File: src/rtl/phys_reg_release_arbiter.sv
// phys_reg_release_arbiter
//   Merges physical-register releases from the commit path (source 0) and the
//   squash path (source 1) into the free list's single release port. Each
//   source has a small FIFO with a valid/ready handshake. A round-robin pick
//   feeds one registered output stage, and that stage holds its release while
//   i_list_full is high.
//
// Ports
//   i_clock, i_reset                  clock, synchronous active-high reset
//   i_commit_free_valid/_reg          commit source offer
//   o_commit_free_ready               commit FIFO has room (registered count)
//   i_squash_free_valid/_reg          squash source offer
//   o_squash_free_ready               squash FIFO has room (registered count)
//   o_reg_freed, o_freed_reg_num      release toward the free list
//   i_list_full                       free list cannot take a release this cycle
//   o_idle                            both FIFOs and the output stage are empty
//
// Configuration macro
//   REG_RELEASE_ZERO_FILTER_EN : when defined, register 0 (hard-mapped x0)
//   completes its handshake but is dropped instead of being queued.

module phys_reg_release_fifo #(
   parameter int W     = 7,
   parameter int DEPTH = 4,
   parameter int PTR_W = $clog2(DEPTH),
   parameter int CNT_W = PTR_W + 1
) (
   input  logic             i_clock,
   input  logic             i_reset,
   input  logic             i_push,
   input  logic [W-1:0]     i_data,
   input  logic             i_pop,
   output logic [W-1:0]     o_head,
   output logic [CNT_W-1:0] o_count,
   output logic             o_ready
);
   logic [DEPTH-1:0][W-1:0] r_mem;
   logic [PTR_W-1:0]        r_wr_ptr;
   logic [PTR_W-1:0]        r_rd_ptr;
   logic [CNT_W-1:0]        r_count;

   // Storage carries no reset; only the bookkeeping decides what is valid.
   always_ff @(posedge i_clock) begin
      if (i_push) r_mem[r_wr_ptr] <= i_data;
   end

   always_ff @(posedge i_clock) begin
      if (i_reset) begin
         r_wr_ptr <= '0;
         r_rd_ptr <= '0;
         r_count  <= '0;
      end else begin
         if (i_push) r_wr_ptr <= r_wr_ptr + PTR_W'(1);
         if (i_pop)  r_rd_ptr <= r_rd_ptr + PTR_W'(1);
         case ({i_push, i_pop})
            2'b10:   r_count <= r_count + CNT_W'(1);
            2'b01:   r_count <= r_count - CNT_W'(1);
            default: r_count <= r_count;
         endcase
      end
   end

   assign o_head  = r_mem[r_rd_ptr];
   assign o_count = r_count;
   // Registered count only: a pop on this edge does not open the FIFO early.
   assign o_ready = (r_count < CNT_W'(DEPTH));
endmodule

module phys_reg_release_arbiter #(
   parameter int REG_FILE_ADDR_WIDTH = 7,
   parameter int QUEUE_DEPTH         = 4
) (
   input  logic                           i_clock,
   input  logic                           i_reset,
   input  logic                           i_commit_free_valid,
   input  logic [REG_FILE_ADDR_WIDTH-1:0] i_commit_free_reg,
   output logic                           o_commit_free_ready,
   input  logic                           i_squash_free_valid,
   input  logic [REG_FILE_ADDR_WIDTH-1:0] i_squash_free_reg,
   output logic                           o_squash_free_ready,
   output logic                           o_reg_freed,
   output logic [REG_FILE_ADDR_WIDTH-1:0] o_freed_reg_num,
   input  logic                           i_list_full,
   output logic                           o_idle
);
   localparam int W     = REG_FILE_ADDR_WIDTH;
   localparam int CNT_W = $clog2(QUEUE_DEPTH) + 1;

   // Index 0 = commit, 1 = squash.
   logic [1:0]            w_valid, w_ready, w_keep, w_push, w_pop, w_nempty;
   logic [1:0][W-1:0]     w_din, w_head;
   logic [1:0][CNT_W-1:0] w_count;
   logic                  w_consume, w_load, w_sel;

   logic                  r_reg_freed;
   logic [W-1:0]          r_freed_reg_num;
   logic                  r_rr_ptr;

   assign w_valid = {i_squash_free_valid, i_commit_free_valid};
   assign w_din   = {i_squash_free_reg,   i_commit_free_reg};

`ifdef REG_RELEASE_ZERO_FILTER_EN
   // x0 is never allocated, so its release is swallowed after the handshake.
   assign w_keep = {|i_squash_free_reg, |i_commit_free_reg};
`else
   assign w_keep = 2'b11;
`endif

   genvar gi;
   generate
      for (gi = 0; gi < 2; gi++) begin : g_src
         assign w_push[gi]   = w_valid[gi] & w_ready[gi] & w_keep[gi];
         assign w_nempty[gi] = (w_count[gi] != '0);
         phys_reg_release_fifo #(.W(W), .DEPTH(QUEUE_DEPTH)) u_fifo (
            .i_clock (i_clock),
            .i_reset (i_reset),
            .i_push  (w_push[gi]),
            .i_data  (w_din[gi]),
            .i_pop   (w_pop[gi]),
            .o_head  (w_head[gi]),
            .o_count (w_count[gi]),
            .o_ready (w_ready[gi])
         );
      end
   endgenerate

   assign w_consume = r_reg_freed & ~i_list_full;
   assign w_load    = (~r_reg_freed | w_consume) & (|w_nempty);

   // Contention goes to rr_ptr; otherwise whichever FIFO holds data.
   always_comb begin
      w_sel = w_nempty[1];
      if (&w_nempty) w_sel = r_rr_ptr;
   end

   assign w_pop = {w_load & w_sel, w_load & ~w_sel};

   always_ff @(posedge i_clock) begin
      if (i_reset) begin
         r_reg_freed     <= 1'b0;
         r_freed_reg_num <= '0;
         r_rr_ptr        <= 1'b0;
      end else if (w_load) begin
         r_reg_freed     <= 1'b1;
         r_freed_reg_num <= w_head[w_sel];
         r_rr_ptr        <= ~w_sel;
      end else if (w_consume) begin
         // Number is left as-is; only the valid drops.
         r_reg_freed     <= 1'b0;
      end
   end

   assign o_commit_free_ready = w_ready[0];
   assign o_squash_free_ready = w_ready[1];
   assign o_reg_freed         = r_reg_freed;
   assign o_freed_reg_num     = r_freed_reg_num;
   assign o_idle              = (w_count[0] == '0) && (w_count[1] == '0) && !r_reg_freed;
endmodule

File: config.mk
export PLATFORM = sky130hd
export DESIGN_NAME = phys_reg_release_arbiter
export DESIGN_NICKNAME = d
export VERILOG_FILES = /design/src/rtl/phys_reg_release_arbiter.sv
export SDC_FILE = /design/constraint.sdc
export NUM_CORES = 1
export LEC_CHECK = 0
export ABC_CLOCK_PERIOD_IN_PS = 6400
export CORE_MARGIN = 5
export CORE_UTILIZATION = 60
export DETAILED_ROUTE_END_ITERATION = 8
export PLACE_DENSITY = 0.89
export RECOVER_POWER = 100
export SLEW_MARGIN = 15
export SYNTH_ARGS = -nofsm -noshare
export SYNTH_HDL_FRONTEND = slang
export SYNTH_SLANG_ARGS = --single-unit
File: constraint.sdc
create_clock -name i_clock -period 6.4 [get_ports i_clock]
set_input_delay 0.96 -clock i_clock [delete_from_list [all_inputs] [get_ports i_clock]]
set_output_delay 0.96 -clock i_clock [all_outputs]
set_load 0.02 [all_outputs]
# Yosys cells after proc, flatten, opt, wreduce, memory -nomap -nowiden
# Index checks and enable logic that the tools add are counted.
[totals]
out_inout_bits = 11
in_bits = 19
reg_bits = 79
elab_cells = 79
[classes]
order_cmp = 9
n_eq_ne = 4
n_mux = 17
reduce_logical = 14
n_bitwise = 10
n_addsub = 8
[op_table]
columns = ["cell", "n"]
rows = [
  ["28-bit bitwise mux", 2],
  ["7-bit two-way mux", 6],
  ["7-bit binary-select mux with 2-bit select", 2],
  ["7-bit demux with 2-bit select", 2],
  ["2-bit by 3-bit less-than comparator with 1-bit output (second input constant)", 4],
  ["3-bit case mux with 2 select lines", 2],
  ["2-bit by 1-bit adder with 2-bit output (second input constant)", 4],
  ["3-bit by 1-bit adder with 3-bit output (second input constant)", 2],
  ["1-bit AND", 6],
  ["3-bit logical NOT", 2],
  ["3-bit less-than comparator (second input constant)", 2],
  ["2-bit nonzero test", 3],
  ["3-bit nonzero test", 2],
  ["3-bit by 1-bit subtractor with 3-bit output (second input constant)", 2],
  ["2-bit by 1-bit equality test with 1-bit output (second input constant)", 2],
  ["2-bit equality test (second input constant)", 2],
  ["2-bit by 1-bit >= comparator with 1-bit output (second input constant)", 2],
  ["1-bit logical AND", 4],
  ["1-bit two-way mux", 3],
  ["1-bit inverter", 3],
  ["1-bit by 2-bit less-than comparator with 1-bit output (second input constant)", 1],
  ["2-bit AND reduction", 1],
  ["2-bit OR reduction", 1],
  ["1-bit logical NOT", 1],
  ["1-bit bitwise OR", 1],
]

# Logic depth before layout (Yosys ltp)
# Gate-level depths: netlist (run 1).
[depth]
ltp_word = 7
depth_mapped = 10
depth_no_buf = 8

# Hierarchy
# From an unflattened synthesis (run 1), not the netlist that was laid out.
[hier_totals]
hier_cells = 211
area_unflattened_um2 = 3301.9
[modules_own_cells]
columns = ["module", "seq_area_each_um2", "instances", "area_each_um2", "cells_per_inst"]
rows = [
  ["phys_reg_release_fifo", 980.9, 2, 1393.8, 79],
  ["phys_reg_release_arbiter", 180.2, 1, 514.2, 53],
]

# Worst setup path after synthesis (run 1)
# OpenSTA, ideal clock, no wires.
[synth_timing]
path_kind = "in2reg"
from = "input port i_list_full"
to = "register g_src[1].u_fifo.r_count[2]"
stages = 8
arrival_time_ns = 2.577
n_path_buf = 1
setup_slack_ns = 3.753
required_ns = 6.330
setup_time_ns = 0.070
cell_sequence = "a221oi_4 -> buf_6 -> ha_1 -> inv_1 -> fa_1 -> xor2_1 -> or3_1 -> a21oi_1"
[synth_between]
elab_chain_len = 7
elab_cells_between_ends = 9
cone_classes = "eq/ne: 2; mux: 1; bitwise: 5; reduce/logical: 1"
[synth_lines]
columns = ["element", "line_no", "rtl"]
rows = [
  ["start, declared", "83", "input logic i_list_full,"],
  ["1-bit inverter (*)", "127", "assign w_consume = r_reg_freed & ~i_list_full;"],
  ["1-bit AND (*)", "127", ""],
  ["1-bit bitwise OR (*)", "128", "assign w_load = (~r_reg_freed | w_consume) & (|w_nempty);"],
  ["1-bit AND (*)", "128", ""],
  ["1-bit AND (*)", "136", "assign w_pop = {w_load & w_sel, w_load & ~w_sel};"],
  ["via g_src[1].u_fifo.i_pop", "32", "input logic i_pop,"],
  ["2-bit by 1-bit equality test with 1-bit output / 2-bit equality test (equally long branches)", "55", "case ({i_push, i_pop})"],
  ["3-bit case mux with 2 select lines / 2-bit nonzero test (equally long branches)", "--", ""],
  ["end signal, assigned", "56", "2'b10: r_count <= r_count + CNT_W'(1);"],
  ["end signal, assigned", "57", "2'b01: r_count <= r_count - CNT_W'(1);"],
  ["end signal, assigned", "58", "default: r_count <= r_count;"],
  ["end, declared", "40", "logic [CNT_W-1:0] r_count;"],
]
# The timed path passes the listed nets; every way through them passes the cells marked *.
# A chain may end at the register's enable or synchronous reset.

# Worst setup path in the final report (run 1)
[layout_timing]
from = "input port i_list_full"
to = "register g_src[1].u_fifo.r_count[2]"
[layout_between]
elab_chain_len = 7
elab_cells_between_ends = 9
cone_classes = "eq/ne: 2; mux: 1; bitwise: 5; reduce/logical: 1"
[layout_lines]
columns = ["element", "line_no"]
rows = [
  ["1-bit inverter (*)", "127"],
  ["1-bit AND (*)", "127"],
  ["1-bit bitwise OR (*)", "128"],
  ["1-bit AND (*)", "128"],
  ["1-bit AND (*)", "136"],
  ["2-bit by 1-bit equality test with 1-bit output / 2-bit equality test (equally long branches)", "55"],
  ["3-bit case mux with 2 select lines / 2-bit nonzero test (equally long branches)", "--"],
]
# Every way passes the cells marked *; elsewhere a longest branch is shown, timed or not.

==> impl_metrics.csv, run 1 <==
group,metric,value,unit
power_and_ir_drop,power_frac_clock,22.1,%
global_route,grt_first_pass_wirelength,9039,um
hold_path,hp-class,"reg -> reg",
clock_network,cts.reportedPaths.clkPinSlew,0.08,ns
finish,fin_nets,266,
power_and_ir_drop,p_per_area,430.5,nW/um^2
sta,timing.fmax,248.3,MHz
sta,fin_ws,2.372,ns
sta,setup_violations,0,
detailed_routing,routed_via_density,5.571,
global_route,grtUsageTotal,17.19,%
clock_network,hold_buffers,0,
sta,fin_crit,4.028,ns
worst_setup_path,crit_slowest_cell,"a221oi_1",
finish,n_antenna_cell,0,
synthesis,syn_inst,206,
power_and_ir_drop,pwr-share-comb,32.2,%
sta,rsz0062_at_grt,"no",
placed_design,routabilityCongestion,0.7289,
detailed_routing,first_iter_violations,183,
worst_setup_path,cp-start-kind,"primary input",
clock_network,clk_latency,0.36,ns
finish,layout_commonest_cell,"edfxtp_1",
synthesis,synth_area_leader_cell,"edfxtp_1",
die,row_count,26,
detailed_routing,wirelength,5412,um
synthesis,ys_top_cells_by_area,"edfxtp_1, dfxtp_1, mux4_2, ha_1, nor2_1",
global_route,grt_remaining_overflow,0,
worst_setup_path,cp_max_fo,12,
worst_setup_path,slowest_delay,1.30,ns
synthesis,yosysWarnings,0,
synthesis,synth_nets,237,
die,core,5172,sq um
synthesis,ys_ff_latch,79,
clock_network,root_buffer,"clkbuf_8",
clock_network,cts_tree,"built",
synthesis,yosysSeqAreaShare,66.20,%
worst_setup_path,cp.arrival,4.31,ns
placed_design,post-place-ws,2.879,ns
die,dieArea,6961,sq um
worst_setup_path,critical_path_class,"in -> reg",
synthesis,syn_area,3236,sq um
sta,fin_worst_skew,0.008537,ns
die,die_w,83.44,um
clock_network,postCtsResizedCells,0,
sta,tightest_slew,1.601,ns
sta,period_share,62.94,%
clock_network,clk_path_buf_depth,2,
power_and_ir_drop,switching_share,34.81,%
finish,area_delta_synth_final,14.35,%
clock_network,cts_sinks,79,
sta,slew_violations,12,
power_and_ir_drop,p_sw,0.5545,mW
detailed_routing,drc_errors,0,
detailed_routing,via_count,1727,
detailed_routing,ant_nets,0,
placed_design,port_buffers,29,
synthesis,yosysUniqueCellTypes,32,
global_route,grt_pass1_vias,1862,
detailed_routing,dr.pass1.iters,4,
finish,layout-drive-gt1-share,13.75,%
worst_setup_path,worstSetupEndpointType,"flip-flop",
worst_setup_path,cp.required,6.68,ns
flow_run,cap_violations,0,
detailed_routing,avgRoutedWirePerCell,17.46,um
power_and_ir_drop,p_int,1.038,mW
placed_design,hpwl,3737,um
global_route,antenna_found_initial,0,
clock_network,h-tree-depth,3,
power_and_ir_drop,p_seq_share,45.7,%
sta,slew_headroom,-6.738,%
sta,fin_tns_setup,0,ns
synthesis,synth_top_area_share,51.97,%
sta,hold_violations,0,
die,die_h,83.44,um
global_route,grt_max_degree,24,
run_status,status,"finished with violations",
power_and_ir_drop,irDropWorstVdd,0.0002423,V
die,start_util,62.55,%
die,boundaryPins,30,
run_status,violations,"slew limit",
power_and_ir_drop,p_leak,1.283,nW
finish,final_cell_mix,"edfxtp_1, dlygate4sd3_1, dfxtp_1",
worst_setup_path,crit_path_cell_trace,"dlygate4sd3_1, a221oi_1, ha_1, inv_1, fa_1, xor2_1, or3_1, a21oi_1",
synthesis,syn_avg_cell_area,15.71,sq um
clock_network,post_cts_buffers,0,
clock_network,cts_buffers,9,
[cell usage after synthesis, drive strengths merged]
library cell	number
ha	10
xor2	5
a211oi	1
a22oi	1
nand2	2
fa	2
or3	4
a21oi	9
and3	1
nand4	1
inv	15
xnor2	4
nor3	2
nor2	22
edfxtp	56
a222oi	6
and2	8
clkbuf	5
o21ai	3
a21bo	1
nand3b	1
mux4	14
nor2b	2
buf	6
a221oi	1
o31ai	1
dfxtp	23
[sequential cells by signal, indices dropped and copies added (netlist names)]
| signal | cells |
|---|---|
| g_src.u_fifo.r_mem | 56 |
| o_freed_reg_num | 7 |
| g_src.u_fifo.o_count | 6 |
| g_src.u_fifo.r_rd_ptr | 4 |
| g_src.u_fifo.r_wr_ptr | 4 |
| o_reg_freed | 1 |
| r_rr_ptr | 1 |
[final timing paths]
path / start / endpoint / slack [ns] / cells after the start
max: i_list_full / g_src[1].u_fifo.o_count[2] / 2.37 / 8
min: o_freed_reg_num[5] / o_freed_reg_num[5] / 0.47 / 2
max reg2reg: g_src[0].u_fifo.o_count[0] / g_src[1].u_fifo.o_count[2] / 2.74 / 8
min reg2reg: o_freed_reg_num[5] / o_freed_reg_num[5] / 0.47 / 2
[power by group through the flow]
stage	Clock [mW]	Sequential (mW)	Combinational, mW
2_1_floorplan	0	0.719	0.439
6_report	0.352	0.727	0.513
3_5_place_dp	0	0.742	0.547
3_3_place_gp	0	0.738	0.520
4_1_cts	0.359	0.731	0.550
5_1_grt	0.381	0.743	0.569
[kinds of logic (layout without fill, tap and decap cells)]
family	Yosys count	after routing	synth area share [%]
AO/OA/AOI/OAI	23	23	5.917
AND/OR/NAND/NOR	43	43	6.574
buffers and inverters	26	60	4.021
adder cells (fa/ha/maj)	12	12	5.104
XOR/XNOR	9	9	2.436
multiplexers	14	14	9.745
flip-flops	79	79	66.20
[metrics by stage]
| step | hold slack, ns | instances | cell area [sq um] | power, mW | util [%] |
|---|---|---|---|---|---|
| 2_1_floorplan | 0.4742 | 206 | 3236 | 1.158 | - |
| 3_3_place_gp | 0.4379 | 294 | 3540 | 1.258 | 68.43 |
| 3_5_place_dp | 0.4654 | 294 | 3540 | 1.289 | 68.43 |
| 4_1_cts | 0.4778 | 310 | 3726 | 1.640 | 72.04 |
| 5_1_grt | 0.4917 | 310 | 3700 | 1.692 | 71.53 |
| 6_report | 0.4716 | 310 | 3700 | 1.593 | 71.53 |
[routing by layer]
layer / vias up / global-route usage, % / wire (um)
met5: - / 0 / 0
met4: 0 / 7.456 / 121
met3: 13 / 6.436 / 357
met2: 49 / 26.82 / 2684
met1: 842 / 21.58 / 2249
li1: 823 / - / -
[worst max-delay path: cells and delay by family]
kind | cells | cell delay [ns]
buffers and inverters | 2 | 0.64
XOR/XNOR | 1 | 0.16
AND/OR/NAND/NOR | 1 | 0.32
adder cells (fa/ha/maj) | 2 | 0.75
AO/OA/AOI/OAI | 2 | 1.46
[cell type report]
| class | count | area [sq um] |
|---|---|---|
| Tap cell | 70 | 87.58 |
| Fill cell | 329 | 1473 |
| Multi-Input combinational cell | 101 | 937.1 |
| Clock buffer | 9 | 123.9 |
| Timing Repair Buffer | 29 | 290.3 |
| Sequential cell | 79 | 2142 |
| Inverter | 15 | 56.30 |
| Clock inverter | 7 | 62.56 |
No activity file was read; power rests on OpenSTA's default activity.
==> inputs of run 2 (changes only) <==
Settings changed: ABC_CLOCK_PERIOD_IN_PS 6400 to 4000, CORE_UTILIZATION 60 to 56, PLACE_DENSITY 0.89 to 0.84.
Clock period 6.4 ns to 4 ns, I/O delays scaled along.
==> impl_metrics.csv, run 2 (synthesized netlist as in run 1, its figures left out) <==
group,metric,value,unit
clock_network,postCtsResizedCells,0,
detailed_routing,avgRoutedWirePerCell,17.23,um
placed_design,hpwl,3693,um
clock_network,cts_tree,"built",
global_route,antenna_found_initial,0,
die,core,5574,sq um
finish,layout-drive-gt1-share,12.97,%
finish,layout_commonest_cell,"edfxtp_1",
worst_setup_path,crit_buf_inv,1,
hold_path,hp-class,"reg -> reg",
finish,largest_reg_flops,56,
finish,final-seq-area,2142,sq um
worst_setup_path,worstSetupEndpointType,"flip-flop",
hold_path,hold_end,"o_freed_reg_num[5]",
sta,timing.fmax,351.6,MHz
detailed_routing,routed_via_density,5.550,
worst_setup_path,crit_path_cell_trace,"or3_1, a221oi_4, ha_1, inv_1, fa_1, xor2_1, or3_1, a21oi_1",
detailed_routing,via_count,1726,
finish,n_antenna_cell,0,
sta,slew_headroom,37.96,%
global_route,grt_max_degree,24,
global_route,grt_pass1_vias,1805,
worst_setup_path,r2r_cells,8,
finish,regMostFlops,"g_src.u_fifo.r_mem",
sta,rsz0062_at_grt,"no",
clock_network,h-tree-depth,3,
hold_path,worstHoldStart,"o_freed_reg_num[5]",
power_and_ir_drop,p_per_area,700.4,nW/um^2
die,die_h,86.01,um
power_and_ir_drop,p_sw,0.8433,mW
power_and_ir_drop,p_leak,1.292,nW
clock_network,clk_latency,0.35,ns
worst_setup_path,crit_slowest_cell,"a221oi_4",
clock_network,cts_buffers,9,
finish,n_fill_cell,378,
detailed_routing,first_iter_violations,123,
detailed_routing,ant_nets,0,
run_status,status,"finished, final reports clean",
hold_path,min_path_cells,2,
worst_setup_path,r2r_slack,1.16,ns
detailed_routing,dr.pass1.iters,4,
finish,final_cell_mix,"edfxtp_1, dlygate4sd3_1, dfxtp_1",
finish,area_delta_synth_final,15.43,%
placed_design,port_buffers,29,
global_route,grt_remaining_overflow,0,
sta,hold_violations,0,
worst_setup_path,cp_max_fo,12,
global_route,grtUsageTotal,16.19,%
worst_setup_path,reg2reg_to,"g_src[1].u_fifo.o_count[2]",
power_and_ir_drop,p_seq_share,44.6,%
worst_setup_path,path_delay_family,"simple AND/OR/NAND/NOR gates",
detailed_routing,wirelength,5360,um
finish,finalNonFillerCells,311,
sta,slew_violations,0,
power_and_ir_drop,irDropWorstVdd,0.0004719,V
clock_network,hold_buffers,0,
die,dieArea,7398,sq um
worst_setup_path,cp.required,4.27,ns
die,boundaryPins,30,
clock_network,cts_sinks,79,
sta,setup_violations,0,
detailed_routing,drc_errors,0,
sta,fin_tns_setup,0,ns
worst_setup_path,path_common_cell,"or3_1",
worst_setup_path,critical_path_class,"reg -> reg",
clock_network,post_cts_buffers,0,
finish,multi_input_area,954.7,sq um
clock_network,root_buffer,"clkbuf_8",
worst_setup_path,cp-start-kind,"flip-flop",
global_route,grt_first_pass_wirelength,8783,um
flow_run,cap_violations,0,
sta,period_share,71.10,%
worst_setup_path,cp.arrival,3.12,ns
sta,fin_crit,2.844,ns
power_and_ir_drop,pwr-share-comb,32.1,%
die,row_count,27,
die,die_w,86.01,um
sta,fin_worst_skew,0.006595,ns
power_and_ir_drop,switching_share,32.24,%
die,start_util,58.05,%
sta,tightest_slew,0.9276,ns
clock_network,clk_path_buf_depth,2,
power_and_ir_drop,power_frac_clock,23.4,%
placed_design,place_inst,296,
worst_setup_path,worstReg2RegStart,"g_src[0].u_fifo.o_count[0]",
worst_setup_path,slowest_delay,0.59,ns
clock_network,cts.reportedPaths.clkPinSlew,0.07,ns
power_and_ir_drop,p_int,1.773,mW
finish,fin_nets,266,
placed_design,routabilityCongestion,0.7489,
[run 2: cell types whose count changed in the layout (fill, tap and decap cells not counted), sizes merged]
cell / previous run / this run
clkbuf: 9 / 10
clkinv: 1 / 3
inv: 21 / 15
clkdlybuf4s50: 0 / 1
dlygate4sd3: 29 / 28
bufinv: 0 / 2
[run 2: stage by stage]
step	hold slack [ns]	total power, mW	utilization [%]	instance area, sq um	worst slack, ns
floorplan	0.4742	1.853	-	3236	1.540
global placement	0.4499	2.016	63.55	3542	0.9945
detailed placement	0.4618	2.061	63.55	3542	0.8890
CTS	0.4727	2.674	67.16	3744	1.132
global route	0.5105	2.778	67.00	3735	1.010
finish	0.4713	2.616	67.00	3735	1.156
[run 2: layer usage]
metal | GRT usage (%) | share of wire (%) | up-vias | routed length (um)
li1 | - | - | 822 | -
met1 | 20.90 | 44 | 845 | 2371
met2 | 24.39 | 47 | 49 | 2523
met3 | 5.091 | 6.2 | 10 | 332
met4 | 8.777 | 2.5 | 0 | 132
met5 | 0 | 0 | - | 0
[run 2: area by class of cell]
type	count	area share, %
Sequential cell	79	57.35
Multi-Input combinational cell	101	25.56
Timing Repair Buffer	29	7.772
Clock buffer	10	3.417
Tap cell	72	2.412
Clock inverter	5	1.977
Inverter	15	1.508
[run 2: power groups by stage]
stage / registers, mW / logic (mW) / clock network, mW
3_3_place_gp: 1.18 / 0.836 / 0
2_1_floorplan: 1.15 / 0.702 / 0
4_1_cts: 1.17 / 0.880 / 0.623
6_report: 1.17 / 0.839 / 0.611
3_5_place_dp: 1.19 / 0.874 / 0
5_1_grt: 1.19 / 0.925 / 0.662
[run 2: how the worst max path moves through the flow]
stage                                from                          to  slack, ns  depth (start not counted)
2_1_floorplan  g_src[0].u_fifo.o_count[0]  g_src[1].u_fifo.o_count[2]       1.54                         10
3_3_place_gp                  i_list_full  g_src[1].u_fifo.o_count[2]       0.99                          8
3_5_place_dp                  i_list_full  g_src[1].u_fifo.o_count[2]       0.89                          8
4_1_cts        g_src[0].u_fifo.o_count[0]  g_src[1].u_fifo.o_count[2]       1.13                          8
5_1_grt        g_src[0].u_fifo.o_count[0]  g_src[1].u_fifo.o_count[2]       1.01                          8
6_report       g_src[0].u_fifo.o_count[0]  g_src[1].u_fifo.o_count[2]       1.16                          8
[run 2: worst reg2reg max path: cells and delay by family, from the launching register on]
family	cells	cell delay, ns
fa+ha+maj	2	0.67
simple gates	2	0.82
flops	1	0.34
buf+inv	1	0.06
xor+xnor	1	0.16
compound gates	2	0.72
